`src/rtl/bch_dec_sec.sv`:
```
// -----------------------------------------------------------------------------
// bch_dec_sec -- two-stage pipelined single-error-correcting BCH decoder
//
// Accepts codewords in the bch_enc layout, corrects any single-bit error,
// flags uncorrectable words and returns the data field. With pExtendOn=1 the
// extra overall even-parity bit (bit 0) gives SEC-DED behaviour.
//
// Codeword layout (m = pParityWidth):
//   i_code[pCodeWidth-1 -: pDataWidth] data, MSB = highest polynomial degree
//   next m bits                         data(x)*x^m mod g(x)
//   bit 0 (pExtendOn=1 only)            even parity over all other bits
//
// Ports:
//   clk              clock
//   rst_x            asynchronous active-low reset
//   i_enable         pipeline clock enable, every register holds when 0
//   i_code_valid     i_code valid this cycle
//   i_code           received codeword [pCodeWidth]
//   o_data_valid     o_data and status valid (2 enabled cycles after input)
//   o_data           corrected data (raw data field when uncorrectable)
//   o_corrected      exactly one bit error found and corrected
//   o_uncorrectable  detected error that cannot be corrected
//
// Optional feature, macro BCH_DEC_STATUS_CNT_EN:
//   i_cnt_clear      synchronous clear of both counters (wins over increment)
//   o_corr_cnt       saturating count of corrected output words
//   o_uncorr_cnt     saturating count of uncorrectable output words
// -----------------------------------------------------------------------------

package bch_dec_sec_pkg;

    // Smallest m with 2^m-1 >= k + m*t.
    function automatic int get_parity_width(input int k, input int t);
        int m;
        m = 0;
        for (int i = 16; i >= 1; i--) begin
            if (((2 ** i) - 1) >= (k + i * t)) m = i;
        end
        return m;
    endfunction

    function automatic int get_code_width(input int k, input int t, input int e);
        return k + get_parity_width(k, t) + e;
    endfunction

    // Primitive polynomial of degree m, bit i = coefficient of x^i.
    function automatic logic [31:0] get_prim_poly(input int m);
        case (m)
            3:       return 32'h0000_000B;
            4:       return 32'h0000_0013;
            5:       return 32'h0000_0025;
            6:       return 32'h0000_0043;
            7:       return 32'h0000_0089;
            8:       return 32'h0000_011D;
            9:       return 32'h0000_0211;
            10:      return 32'h0000_0409;
            default: return 32'h0000_0000;
        endcase
    endfunction

endpackage

module bch_dec_sec
    import bch_dec_sec_pkg::*;
#(
    parameter int pDataWidth   = 16,
    parameter int pErrorNum    = 1,
    parameter int pExtendOn    = 1,
    parameter int pParityWidth = get_parity_width(pDataWidth, pErrorNum),
    parameter int pCodeWidth   = get_code_width(pDataWidth, pErrorNum, pExtendOn)
) (
    input  logic                  clk,
    input  logic                  rst_x,
    input  logic                  i_enable,
    input  logic                  i_code_valid,
    input  logic [pCodeWidth-1:0] i_code,
`ifdef BCH_DEC_STATUS_CNT_EN
    input  logic                  i_cnt_clear,
    output logic [15:0]           o_corr_cnt,
    output logic [15:0]           o_uncorr_cnt,
`endif
    output logic                  o_data_valid,
    output logic [pDataWidth-1:0] o_data,
    output logic                  o_corrected,
    output logic                  o_uncorrectable
);

    localparam int M = pParityWidth;
    localparam int N = pDataWidth + M;   // polynomial positions, ext bit excluded

    generate
        if (pErrorNum != 1) begin : g_bad_error_num
            $error("bch_dec_sec supports pErrorNum=1 only");
        end
        if (get_prim_poly(M) == 32'h0) begin : g_bad_width
            $error("bch_dec_sec: no primitive polynomial for this pDataWidth");
        end
    endgenerate

    // alpha^j for j = 0..N-1, packed M bits per entry.
    function automatic logic [N*M-1:0] gen_alpha_tab();
        logic [N*M-1:0] tab;
        logic [M:0]     a;
        logic [31:0]    poly;
        poly = get_prim_poly(M);
        tab  = '0;
        a    = {{M{1'b0}}, 1'b1};
        for (int unsigned j = 0; j < N; j++) begin
            tab[j*M +: M] = a[M-1:0];
            a = a << 1;
            if (a[M]) a = a ^ poly[M:0];
        end
        return tab;
    endfunction

    localparam logic [N*M-1:0] ALPHA_TAB = gen_alpha_tab();

    // ---------------- stage 1: syndrome and overall parity ----------------
    logic [N-1:0]          poly_bits;
    logic [M-1:0]          s_d, s_q;
    logic                  p_d, p_q;
    logic [pDataWidth-1:0] raw_q;
    logic                  vld1_q;

    assign poly_bits = i_code[pCodeWidth-1 : pExtendOn];
    assign p_d       = (pExtendOn != 0) ? ^i_code : 1'b0;

    always_comb begin
        s_d = '0;
        for (int unsigned j = 0; j < N; j++) begin
            if (poly_bits[j]) s_d = s_d ^ ALPHA_TAB[j*M +: M];
        end
    end

    // Only the data field of the raw codeword is needed downstream.
    always_ff @(posedge clk or negedge rst_x) begin
        if (!rst_x) begin
            vld1_q <= 1'b0;
            s_q    <= '0;
            p_q    <= 1'b0;
            raw_q  <= '0;
        end else if (i_enable) begin
            vld1_q <= i_code_valid;
            if (i_code_valid) begin
                s_q   <= s_d;
                p_q   <= p_d;
                raw_q <= i_code[pCodeWidth-1 -: pDataWidth];
            end
        end
    end

    // ---------------- stage 2: locator and decision ----------------
    logic [N-1:0]          hit;
    logic                  match, s_nz, par_ok;
    logic [pDataWidth-1:0] data_d, data_q;
    logic                  corr_d, corr_q, unc_d, unc_q, vld2_q;

    always_comb begin
        hit = '0;
        for (int unsigned j = 0; j < N; j++) begin
            hit[j] = (s_q == ALPHA_TAB[j*M +: M]);
        end
    end

    assign match  = |hit;
    assign s_nz   = |s_q;
    // Without the ext bit p_q is always 0, so a located error needs no parity.
    assign par_ok = (pExtendOn != 0) ? p_q : 1'b1;

    always_comb begin
        data_d = raw_q;
        corr_d = 1'b0;
        unc_d  = 1'b0;
        if (vld1_q) begin
            if (s_nz && match && par_ok) begin
                corr_d = 1'b1;
                data_d = raw_q ^ hit[N-1:M];
            end else if (s_nz) begin
                unc_d = 1'b1;
            end else begin
                corr_d = p_q;   // error on the ext bit only
            end
        end
    end

    always_ff @(posedge clk or negedge rst_x) begin
        if (!rst_x) begin
            vld2_q <= 1'b0;
            data_q <= '0;
            corr_q <= 1'b0;
            unc_q  <= 1'b0;
        end else if (i_enable) begin
            vld2_q <= vld1_q;
            corr_q <= corr_d;
            unc_q  <= unc_d;
            if (vld1_q) data_q <= data_d;
        end
    end

    assign o_data_valid    = vld2_q;
    assign o_data          = data_q;
    assign o_corrected     = corr_q;
    assign o_uncorrectable = unc_q;

`ifdef BCH_DEC_STATUS_CNT_EN
    // ---------------- status counters ----------------
    logic [15:0] corr_cnt_q, unc_cnt_q;

    always_ff @(posedge clk or negedge rst_x) begin
        if (!rst_x) begin
            corr_cnt_q <= '0;
            unc_cnt_q  <= '0;
        end else if (i_cnt_clear) begin
            corr_cnt_q <= '0;
            unc_cnt_q  <= '0;
        end else if (i_enable && vld2_q) begin
            if (corr_q && (corr_cnt_q != '1)) corr_cnt_q <= corr_cnt_q + 16'd1;
            if (unc_q  && (unc_cnt_q  != '1)) unc_cnt_q  <= unc_cnt_q  + 16'd1;
        end
    end

    assign o_corr_cnt   = corr_cnt_q;
    assign o_uncorr_cnt = unc_cnt_q;
`else
    // No status counters in this build.
`endif

endmodule

```
`config.mk`:
```
export PLATFORM = sky130hd
export DESIGN_NAME = bch_dec_sec
export DESIGN_NICKNAME = d
export VERILOG_FILES = /design/src/rtl/bch_dec_sec.sv
export SDC_FILE = /design/constraint.sdc
export NUM_CORES = 1
export LEC_CHECK = 0
export ABC_CLOCK_PERIOD_IN_PS = 3560
export BUFFER_PORTS_ARGS = -buffer_cell sky130_fd_sc_hd__buf_2
export CORE_ASPECT_RATIO = 1.75
export CORE_MARGIN = 2
export CORE_UTILIZATION = 59
export CTS_BUF_LIST = sky130_fd_sc_hd__clkbuf_8 sky130_fd_sc_hd__clkbuf_16
export CTS_CLUSTER_DIAMETER = 50
export DETAILED_ROUTE_END_ITERATION = 8
export MAX_ROUTING_LAYER = met4
export PLACE_DENSITY = 0.92
export SLEW_MARGIN = 20
export SYNTH_ARGS = -nofsm -noshare
export SYNTH_HDL_FRONTEND = slang
export SYNTH_SLANG_ARGS = --single-unit
```
`constraint.sdc`:
```
create_clock -name clk -period 3.56 [get_ports clk]
set_clock_uncertainty 0.15 [all_clocks]
set_input_delay 0.712 -clock clk [delete_from_list [all_inputs] [get_ports clk]]
set_output_delay 0.712 -clock clk [all_outputs]
set_load 0.01 [all_outputs]
```
==> flow_metrics.py <==
metrics = {
    "outcome": {
        "status": "completed",
    },
    "pwr": {
        "peakVddDrop_mv": 0.364,
        "p_sw_uw": 552,
        "p_comb_share_pct": 33.5,
        "p_per_area_nw_per_um2": 584,
        "pwr-share-seq_pct": 46.3,
        "p_int_uw": 1000,
        "total_leakage_power_uw": 0.00112,
        "clkPwrFrac_pct": 20.3,
        "total_power_uw": 1550,
        "sw_frac_of_total_pct": 35.5,
    },
    "cts": {
        "ctsResizeCount": 0,
        "clock_latency_ns": 0.29,
        "cts_setup_buffers": 0,
        "cts.sinks": 42,
        "cts_max_level": 2,
        "cts_buffers": 5,
        "clock_path_buffers": 2,
        "clk_pin_slew_ns": 0.08,
        "hold_buffers": 0,
        "cts_tree": "done",
        "cts-root-buf": "clkbuf_8",
    },
    "cells_and_area": {
        "antenna_cells": 0,
        "area_growth_pct": 14.0,
        "final_layout_size_suffix_gt1_share_pct": 28.5,
        "fin_nets": 285,
        "final_cell_mix": "44 x buf_2, 42 x dfrtp_1, 38 x xnor2_1",
        "fillers": 317,
        "postLayoutCoreUtil_pct": 69.4,
        "register_area_um2": 1050,
        "multiInputGateArea_um2": 1210,
        "final_common_cell": "buf_2",
        "final_area_um2": 2660,
    },
    "logic_synthesis": {
        "netlist_instances": 221,
        "ys_warn_count": 0,
        "synthesis.area_um2": 2330,
        "synth_cell_types": 35,
        "synth_area_leaders": "dfrtp_1 45%, xnor2_1 14%, mux2_2 8.2%",
        "synth_top_area_share_pct": 45.1,
        "synth-seq-cells": 42,
        "synth_top_area_cell": "dfrtp_1",
        "syn_area_per_cell_um2": 10.6,
        "syn-num-nets": 247,
        "synth_seq_area_share_pct": 45.1,
    },
    "timing": {
        "whs_ns": 0.354,
        "setup_viol": 0,
        "slew_violations": 0,
        "final.min_clock_period_ns": 2.22,
        "timing.fmax_mhz": 451,
        "fin_tns_setup_ns": 0,
        "hold_violations": 0,
        "grt_setup_unrepaired": "no",
        "fin_crit_sh_pct": 62.2,
        "worstMarginPinSlew_ns": 1.03,
        "slew_headroom_pct": 31.4,
    },
    "floorplan": {
        "core-area_um2": 3830,
        "die_h_um": 87.2,
        "io_pins": 45,
        "start_util_pct": 60.9,
        "fp.dieW_um": 51.5,
        "die_area_um2": 4490,
        "num_rows": 30,
    },
    "setup_path": {
        "r2r_start": "s_q[1]",
        "crit_type": "input pin to flop",
        "cp-startpoint": "i_code[16]",
        "critPathMaxFanout": 3,
        "worstPathArrival_ns": 2.27,
        "start_kind": "input pin",
        "end_kind": "flop",
        "cp.required_ns": 3.61,
    },
    "global_route": {
        "grt_antenna_before_repair": 0,
        "grt_max_degree": 43,
        "grt_overflow": 0,
        "grt_first_pass_wirelength_mm": 7.25,
        "grt_pass1_vias": 1630,
        "grt_usage_pct": 22.8,
    },
    "placement": {
        "gp_congestion": 0.847,
        "hpwl_mm": 3.39,
        "port_buffers": 44,
        "dpl_cell_area_um2": 2570,
    },
    "routing": {
        "drtIter0Drc": 42,
        "final_antenna_net_count": 0,
        "wire_per_inst_um": 14.5,
        "num_vias": 1701,
        "viasPerCell": 5.52,
        "drc": 0,
        "wirelength_mm": 4.45,
        "drt_pass1_iterations": 6,
    },
    "hold_path": {
        "hp-class": "flop to flop",
        "min-delay-start": "o_data_valid",
    },
    "flow_run": {
        "drv_cap": 0,
    },
}
-- cell type report --
cell class                 instances  area share (%)
multi-input combinational        161            45.6
sequential                        42            39.5
timing repair buffer              45            8.56
clock buffer                       6            3.11
tap                               48            2.26
inverter                           4           0.565
clock inverter                     2           0.329
-- kinds of logic after synthesis --
group | after synthesis | share of synthesized area (%)
XOR/XNOR | 52 | 23.6
AO/OA/AOI/OAI | 32 | 7.40
AND/OR/NAND/NOR | 60 | 12.9
buffers and inverters | 18 | 2.90
multiplexers | 17 | 8.21
flip-flops | 42 | 45.1
-- cells in the mapped netlist --
library cell	n
nor2b_1	3
o22ai_1	1
o221ai_1	1
nand4b_1	2
a32oi_1	1
xnor2_4	1
mux2_2	17
nand3b_1	1
and2_1	1
buf_1	1
clkbuf_1	13
xnor3_4	1
nor3b_1	1
nor2_1	23
o21ai_1	1
nand2b_1	2
xnor2_1	38
xnor3_1	2
nor3_1	2
a31oi_1	1
a21oi_1	17
o21ai_0	9
xnor2_2	1
xor2_1	7
nor4bb_1	1
dfrtp_1	42
xnor3_2	1
nand2_1	12
xor2_2	1
or4_1	1
nor4b_1	1
inv_1	4
o21a_1	1
nor4_1	7
nand4_1	3
-- registers in the layout, indices dropped and copies added (netlist names) --
signal and flops:
raw_q 16, s_q 5, o_uncorrectable 1, o_corrected 1
o_data_valid 1, o_data 16, p_q 1, vld1_q 1
-- stage by stage --
step	instances	setup slack, ns
after floorplan	221	1.31
after global placement	300	1.12
after detailed placement	300	1.02
after CTS	308	1.34
after global routing	308	1.27
final	308	1.34
-- power by group through the flow --
stage / combinational [µW] / sequential [µW] / clock (µW)
after CTS: 526 / 716 / 318
final: 520 / 718 / 314
after floorplan: 417 / 674 / 0
after global routing: 576 / 733 / 336
after detailed placement: 523 / 725 / 0
after global placement: 501 / 718 / 0
-- worst max-delay path: stages --
cell and delay [ns]:
buf_2 0.13, xnor2_2 0.26, xnor3_4 0.49, xor2_2 0.20, xnor3_1 0.34, o21ai_1 0.14
-- routing by layer --
metal / up-vias / track usage, % / wire (µm)
met5: - / - / 0
met4: 0 / 10.3 / 120
met3: 9 / 3.09 / 177
met1: 819 / 24.3 / 1650
li1: 831 / - / -
met2: 42 / 40.9 / 2500
-- final timing paths --
kind / to / slack (ns) / cells after the start
max: p_q / 1.34 / 6
min: o_data_valid / 0.35 / 1
min in group asynchronous: raw_q[5] / 0.38 / 1
min reg2reg: o_data_valid / 0.35 / 1
max in group asynchronous: o_data[4] / 2.31 / 1
max reg2reg: o_data[5] / 1.70 / 5
Power figures use the tool's default switching activity.
